===== config.mk =====
export PLATFORM = sky130hd
export DESIGN_NAME = feedback_shift_bank
export DESIGN_NICKNAME = d
export VERILOG_FILES = /design/src/rtl/feedback_shift_bank_pkg.sv /design/src/rtl/fb_stage.sv /design/src/rtl/feedback_shift_bank.sv
export SDC_FILE = /design/constraint.sdc
export NUM_CORES = 1
export LEC_CHECK = 0
export BUFFER_PORTS_ARGS = -buffer_cell sky130_fd_sc_hd__buf_2
export CAP_MARGIN = 20
export CORE_MARGIN = 4
export CORE_UTILIZATION = 55
export CTS_CLUSTER_DIAMETER = 150
export DETAILED_ROUTE_END_ITERATION = 7
export GPL_ROUTABILITY_DRIVEN = 0
export GPL_TIMING_DRIVEN = 0
export PLACE_DENSITY_LB_ADDON = 0.2
export SYNTH_ARGS = -nofsm -noshare
export SYNTH_HDL_FRONTEND = slang
export SYNTH_HIERARCHICAL = 1
export SYNTH_SLANG_ARGS = --single-unit

===== constraint.sdc =====
create_clock -name clk -period 2.15 [get_ports clk]
set_input_delay 0.215 -clock clk [delete_from_list [all_inputs] [get_ports clk]]
set_output_delay 0.215 -clock clk [all_outputs]
set_load 0.05 [all_outputs]

===== src/rtl/feedback_shift_bank_pkg.sv =====
// Shared decode values for the feedback shift bank: operating modes and per-stage mux selects.
package feedback_shift_bank_pkg;

    typedef enum logic [1:0] {
        MODE_HOLD   = 2'b00,
        MODE_LOAD   = 2'b01,
        MODE_ROTATE = 2'b10,
        MODE_CLEAR  = 2'b11
    } mode_e;

    typedef enum logic [1:0] {
        SEL_HOLD  = 2'b00,
        SEL_SHIFT = 2'b01,
        SEL_ZERO  = 2'b10
    } stage_sel_e;

endpackage


===== src/rtl/fb_stage.sv =====
// One symbol register of the bank: keep, take the shift-in value, or zero.
// Latency: one clock edge. No backpressure; the next value is chosen by sel_i every cycle.
module fb_stage
    import feedback_shift_bank_pkg::*;
#(
    parameter int WIDTH = 13
) (
    input  logic             clk_i,
    input  logic             rst_n_i,
    input  stage_sel_e       sel_i,
    input  logic [WIDTH-1:0] shift_dat_i,
    output logic [WIDTH-1:0] q_o
);

    logic [WIDTH-1:0] data_q;
    logic [WIDTH-1:0] data_d;

    always_comb begin
        data_d = data_q;
        case (sel_i)
            SEL_SHIFT: data_d = shift_dat_i;
            SEL_ZERO:  data_d = '0;
            default:   data_d = data_q;
        endcase
    end

    always_ff @(posedge clk_i or negedge rst_n_i) begin
        if (!rst_n_i) data_q <= '0;
        else          data_q <= data_d;
    end

    assign q_o = data_q;

endmodule


===== src/rtl/feedback_shift_bank.sv =====
// Bank of DEPTH GF(2^13) symbol registers that loads serially and rotates in a closed loop.
// Latency: outputs are the registers themselves. No backpressure; ROTATE is ignored until the bank is full.
module feedback_shift_bank
    import feedback_shift_bank_pkg::*;
#(
    parameter int WIDTH = 13,
    parameter int DEPTH = 8
) (
    input  logic                   clk,
    input  logic                   reset,
    input  logic [WIDTH-1:0]       din,
    input  logic [1:0]             mode,
    output logic [WIDTH-1:0]       qout,
    output logic [WIDTH*DEPTH-1:0] q_all,
    output logic                   full,
    output logic                   rev_done,
    output logic                   all_zero
);

    localparam int LCW = $clog2(DEPTH + 1);
    localparam int RCW = $clog2(DEPTH);
    localparam logic [LCW-1:0] LOAD_MAX = LCW'(DEPTH);
    localparam logic [RCW-1:0] ROT_LAST = RCW'(DEPTH - 1);

    mode_e            mode_sel;
    stage_sel_e       stage_sel;
    logic [LCW-1:0]   load_cnt_q, load_cnt_d;
    logic [RCW-1:0]   rot_cnt_q, rot_cnt_d;
    logic             full_q, full_d;
    logic             rev_done_q, rev_done_d;
    logic [WIDTH-1:0] stage_q [DEPTH];

    assign mode_sel = mode_e'(mode);

    // rot_cnt survives HOLD/ROTATE-while-not-full so an interrupted revolution resumes where it left off.
    always_comb begin
        stage_sel  = SEL_HOLD;
        load_cnt_d = load_cnt_q;
        rot_cnt_d  = rot_cnt_q;
        rev_done_d = 1'b0;
        case (mode_sel)
            MODE_LOAD: begin
                stage_sel = SEL_SHIFT;
                if (load_cnt_q != LOAD_MAX) load_cnt_d = load_cnt_q + LCW'(1);
                rot_cnt_d = '0;
            end
            MODE_ROTATE: begin
                if (full_q) begin
                    stage_sel  = SEL_SHIFT;
                    rev_done_d = (rot_cnt_q == ROT_LAST);
                    rot_cnt_d  = (rot_cnt_q == ROT_LAST) ? '0 : rot_cnt_q + RCW'(1);
                end
            end
            MODE_CLEAR: begin
                stage_sel  = SEL_ZERO;
                load_cnt_d = '0;
                rot_cnt_d  = '0;
            end
            default: stage_sel = SEL_HOLD;
        endcase
        full_d = (load_cnt_d == LOAD_MAX);
    end

    always_ff @(posedge clk or negedge reset) begin
        if (!reset) begin
            load_cnt_q <= '0;
            rot_cnt_q  <= '0;
            full_q     <= 1'b0;
            rev_done_q <= 1'b0;
        end else begin
            load_cnt_q <= load_cnt_d;
            rot_cnt_q  <= rot_cnt_d;
            full_q     <= full_d;
            rev_done_q <= rev_done_d;
        end
    end

    for (genvar i = 0; i < DEPTH; i++) begin : g_stage
        logic [WIDTH-1:0] shift_dat;
        if (i == 0) begin : g_head
            // Stage 0 takes new data in LOAD and the tail symbol in ROTATE.
            assign shift_dat = (mode_sel == MODE_LOAD) ? din : stage_q[DEPTH-1];
        end else begin : g_body
            assign shift_dat = stage_q[i-1];
        end

        fb_stage #(
            .WIDTH (WIDTH)
        ) u_stage (
            .clk_i       (clk),
            .rst_n_i     (reset),
            .sel_i       (stage_sel),
            .shift_dat_i (shift_dat),
            .q_o         (stage_q[i])
        );

        assign q_all[i*WIDTH +: WIDTH] = stage_q[i];
    end

    assign qout     = stage_q[DEPTH-1];
    assign full     = full_q;
    assign rev_done = rev_done_q;
    assign all_zero = (q_all == '0);

endmodule

==> results.md <==
- Pwr Total: 7.992 mW
- Worst-Skew Late Latency: just over 0.4 ns
- Synthesized net count: 620
- Run status: finished, violations left
- Core area: roughly 12,000 um^2
- Final Cycle Share: 116.3%
- Routed Antenna Nets: 0
- R2R setup slack: between 0.1 and 0.15 ns
- Reg2Reg Capture Point: g_stage[2].u_stage/q_o[0]
- Max-cap violations: 0
- Vias in the first global route: approximately 5,000
- Yosys reg bits: roughly 110
- Initial antenna violation count: 0
- HPWL after DPL: ~12 mm
- FILL cells: slightly below 900
- Top_reg_cell synth: dfrtp_1
- # placed instances: 871
- Top cells by area, synth: dfrtp_1, o21ai_2, nand2b_1
- Hold endpoint: rot_cnt_q[2]
- Hold slack: 0.1270 ns
- Number of detailed-route iterations in the first pass: 4
- CP Data Arrival Time: about 2.3 ns
- Reg clk slew, reported paths: approximately 0.05 ns
- First-pass GRT wire length: approximately 27 mm
- Clk buf depth: 2
- Die W: approximately 120 um
- CTS tree: done
- Largest net degree at the start of global routing: 67
- Starting Density: between 50% and 60%
- R2R Path Start: full
- Worst endpoint required time: 1.93 ns
- CTS Buf Count: 17
- # H-tree levels: 4
- Top-count cell post-synth: dfrtp_1
- Worst Skew: ~0.0096 ns
- Worst-margin pin slew: 0.5801 ns
- Post-synth EDFFs: 0
- Diode count: 0
- Reg2Reg Depth: 8
- Worst-path fanout max: 5
- Non-filler cells, final: 913
- IO Port Bufs: 136
- Total track usage: roughly a quarter
- Hold path cells: 3
- Most frequent cells after synthesis: dfrtp_1, nand2b_1, o21ai_2
- Syn Inst Count: roughly 590
- Fmax: around 400 MHz
- Worst hold path type: primary input to flip-flop
- Chip Height: approximately 120 um
- Pwr dens: a little under 1000 nW/um^2
- CTS Sinks: roughly 110
- Ys Warns: 6
- Sequential fraction of the synthesis area: 43.22%
- Layout cells sized above 1: ~63%
- DRT iter0 DRCs: ~330
- Avg Vias per Cell: approximately 5.4
- Worst setup SP type: flip-flop
- Rel. slew slack: approximately three fifths
- Fin nets: 786
- Full die area: 13,700 um^2
- Leakage: 4.100 nW
- Root Buffer: clkbuf_16
- Post-Route WL: 16.62 mm
- RSZ-0062 raised after global routing: yes
- Type of the worst setup path: flip-flop to output port
- DRC Markers: 0
- Nature of the critical path endpoint: output port
- Mean routed wirelength per cell: approximately 18 um
- Grt total ovfl: 0
- Mean post-synth cell area: 11.07 um^2
- Synth cell types: 33
- Worst Hold Launch: mode[1]
- Place WS: -0.2785 ns
- Top-area cell type share of the netlist area: 43.22%
- Worst vdd ir: a little over 0.5 mV
- Endpoints failing setup: 1
- Final Max Tran Viols: 0
- Rows: 39
- Fin crit period: between 2 and 2.5 ns
- Setup ws final: -0.3499 ns
- Leading area contributor after synthesis: dfrtp_1
- I/O Pins: about 140
- Post-Synthesis Cell Area: between 6000 and 7000 um^2
- Layout area overhead: 26.41%
- Violated checks: setup timing
- Vias: 4,916
- Final Hold Vio Count: 0
- Asr flop ratio synth: 100.0%
## critical path, stage by stage (launching register included)
cell and delay [ns]:
dfrtp_2 0.48, nor4_4 0.32, nand4_1 0.12, or4_4 0.51, nor4_4 0.23, buf_6 0.21
## metrics by stage
step	util (%)	cell area, um^2	setup TNS, ns
6_report	71.82	8270	-0.3499
3_5_place_dp	65.21	7510	-22.89
3_3_place_gp	64.92	7476	-81.29
2_1_floorplan	-	6616	-0.1215
5_1_grt	71.82	8270	-0.4328
4_1_cts	71.82	8270	-0.3388
## sequential cells by signal, indices dropped and copies added (netlist names)
| name | count |
|---|---|
| rot_cnt_q | 3 |
| g_stage.u_stage/q_o | 104 |
| full | 1 |
| rev_done | 1 |
| load_cnt_q | 4 |
## worst max-delay path by stage
stage,end,depth (start not counted),slack (ns),start
after floorplan,all_zero,4,-0.12,g_stage[3].u_stage/q_o[2]
after global placement,g_stage[0].u_stage/q_o[2],1,-0.71,reset
after detailed placement,all_zero,5,-0.28,g_stage[5].u_stage/q_o[7]
after CTS,all_zero,5,-0.34,g_stage[1].u_stage/q_o[2]
after global routing,all_zero,5,-0.43,g_stage[1].u_stage/q_o[2]
final,all_zero,5,-0.35,g_stage[7].u_stage/q_o[5]
## power by group
group          total (mW)  internal (mW)  switching (mW)  leakage, nW
registers            2.76           2.36           0.396         1.49
logic                2.56          0.855            1.70         2.33
clock network        2.68           1.63            1.04        0.277
total                7.99           4.85            3.14         4.10
## cell usage in the layout, fill, tap and decap left out, types with 3 or more instances in the layout
master / synthesis / final
inv_6: 0 / 3
nand2_4: 40 / 40
ha_1: 12 / 12
inv_1: 9 / 9
buf_12: 16 / 16
nand2_2: 57 / 57
nand2_1: 44 / 44
o21ai_2: 96 / 97
nand2b_1: 97 / 97
a22o_1: 8 / 8
nor2_2: 8 / 8
clkinv_4: 0 / 6
buf_6: 16 / 18
buf_2: 1 / 135
nand3_1: 4 / 4
nor4_4: 0 / 7
dfrtp_2: 0 / 42
nor4_1: 24 / 15
nand4_1: 7 / 7
clkbuf_16: 0 / 17
dfrtp_1: 113 / 71
nor4_2: 3 / 5
a21oi_1: 3 / 3
buf_4: 13 / 22
## cells by family after synthesis
logic type	share of synthesized area (%)
AO/OA/AOI/OAI	14.80
flip-flops	43.22
AND/OR/NAND/NOR	29.78
buffers and inverters	9.906
adder cells (fa/ha/maj)	2.295
## layout make-up
cell class	instances	area, um^2	share of cell area (%)
buffer	48	610.6	7.383
clock buffer	18	439.2	5.310
clock inverter	14	133.9	1.619
inverter	10	37.54	0.4539
multi-input combinational	420	3192	38.59
sequential	113	2880	34.83
tap	143	178.9	2.163
timing repair buffer	147	798.3	9.652
## routing by layer
| layer | vias to the layer above | track usage [%] | wire [um] |
|---|---|---|---|
| li1 | 2323 | - | - |
| met1 | 2434 | 35.73 | 7404 |
| met2 | 145 | 41.71 | 8266 |
| met3 | 14 | 5.090 | 797 |
| met4 | 0 | 7.110 | 148 |
| met5 | - | 0 | 0 |
## timing repair
| action | CTS | global route |
|---|---|---|
| gates resized for setup | 19 | 0 |
| buffers inserted | 9 | 0 |
| pin swaps | 8 | 0 |
| hold endpoints to repair | 47 | 0 |
| hold buffers | 1 | 0 |
| setup endpoints to repair | 105 | 1 |
Note: power is estimated with default switching activity, not from simulation.
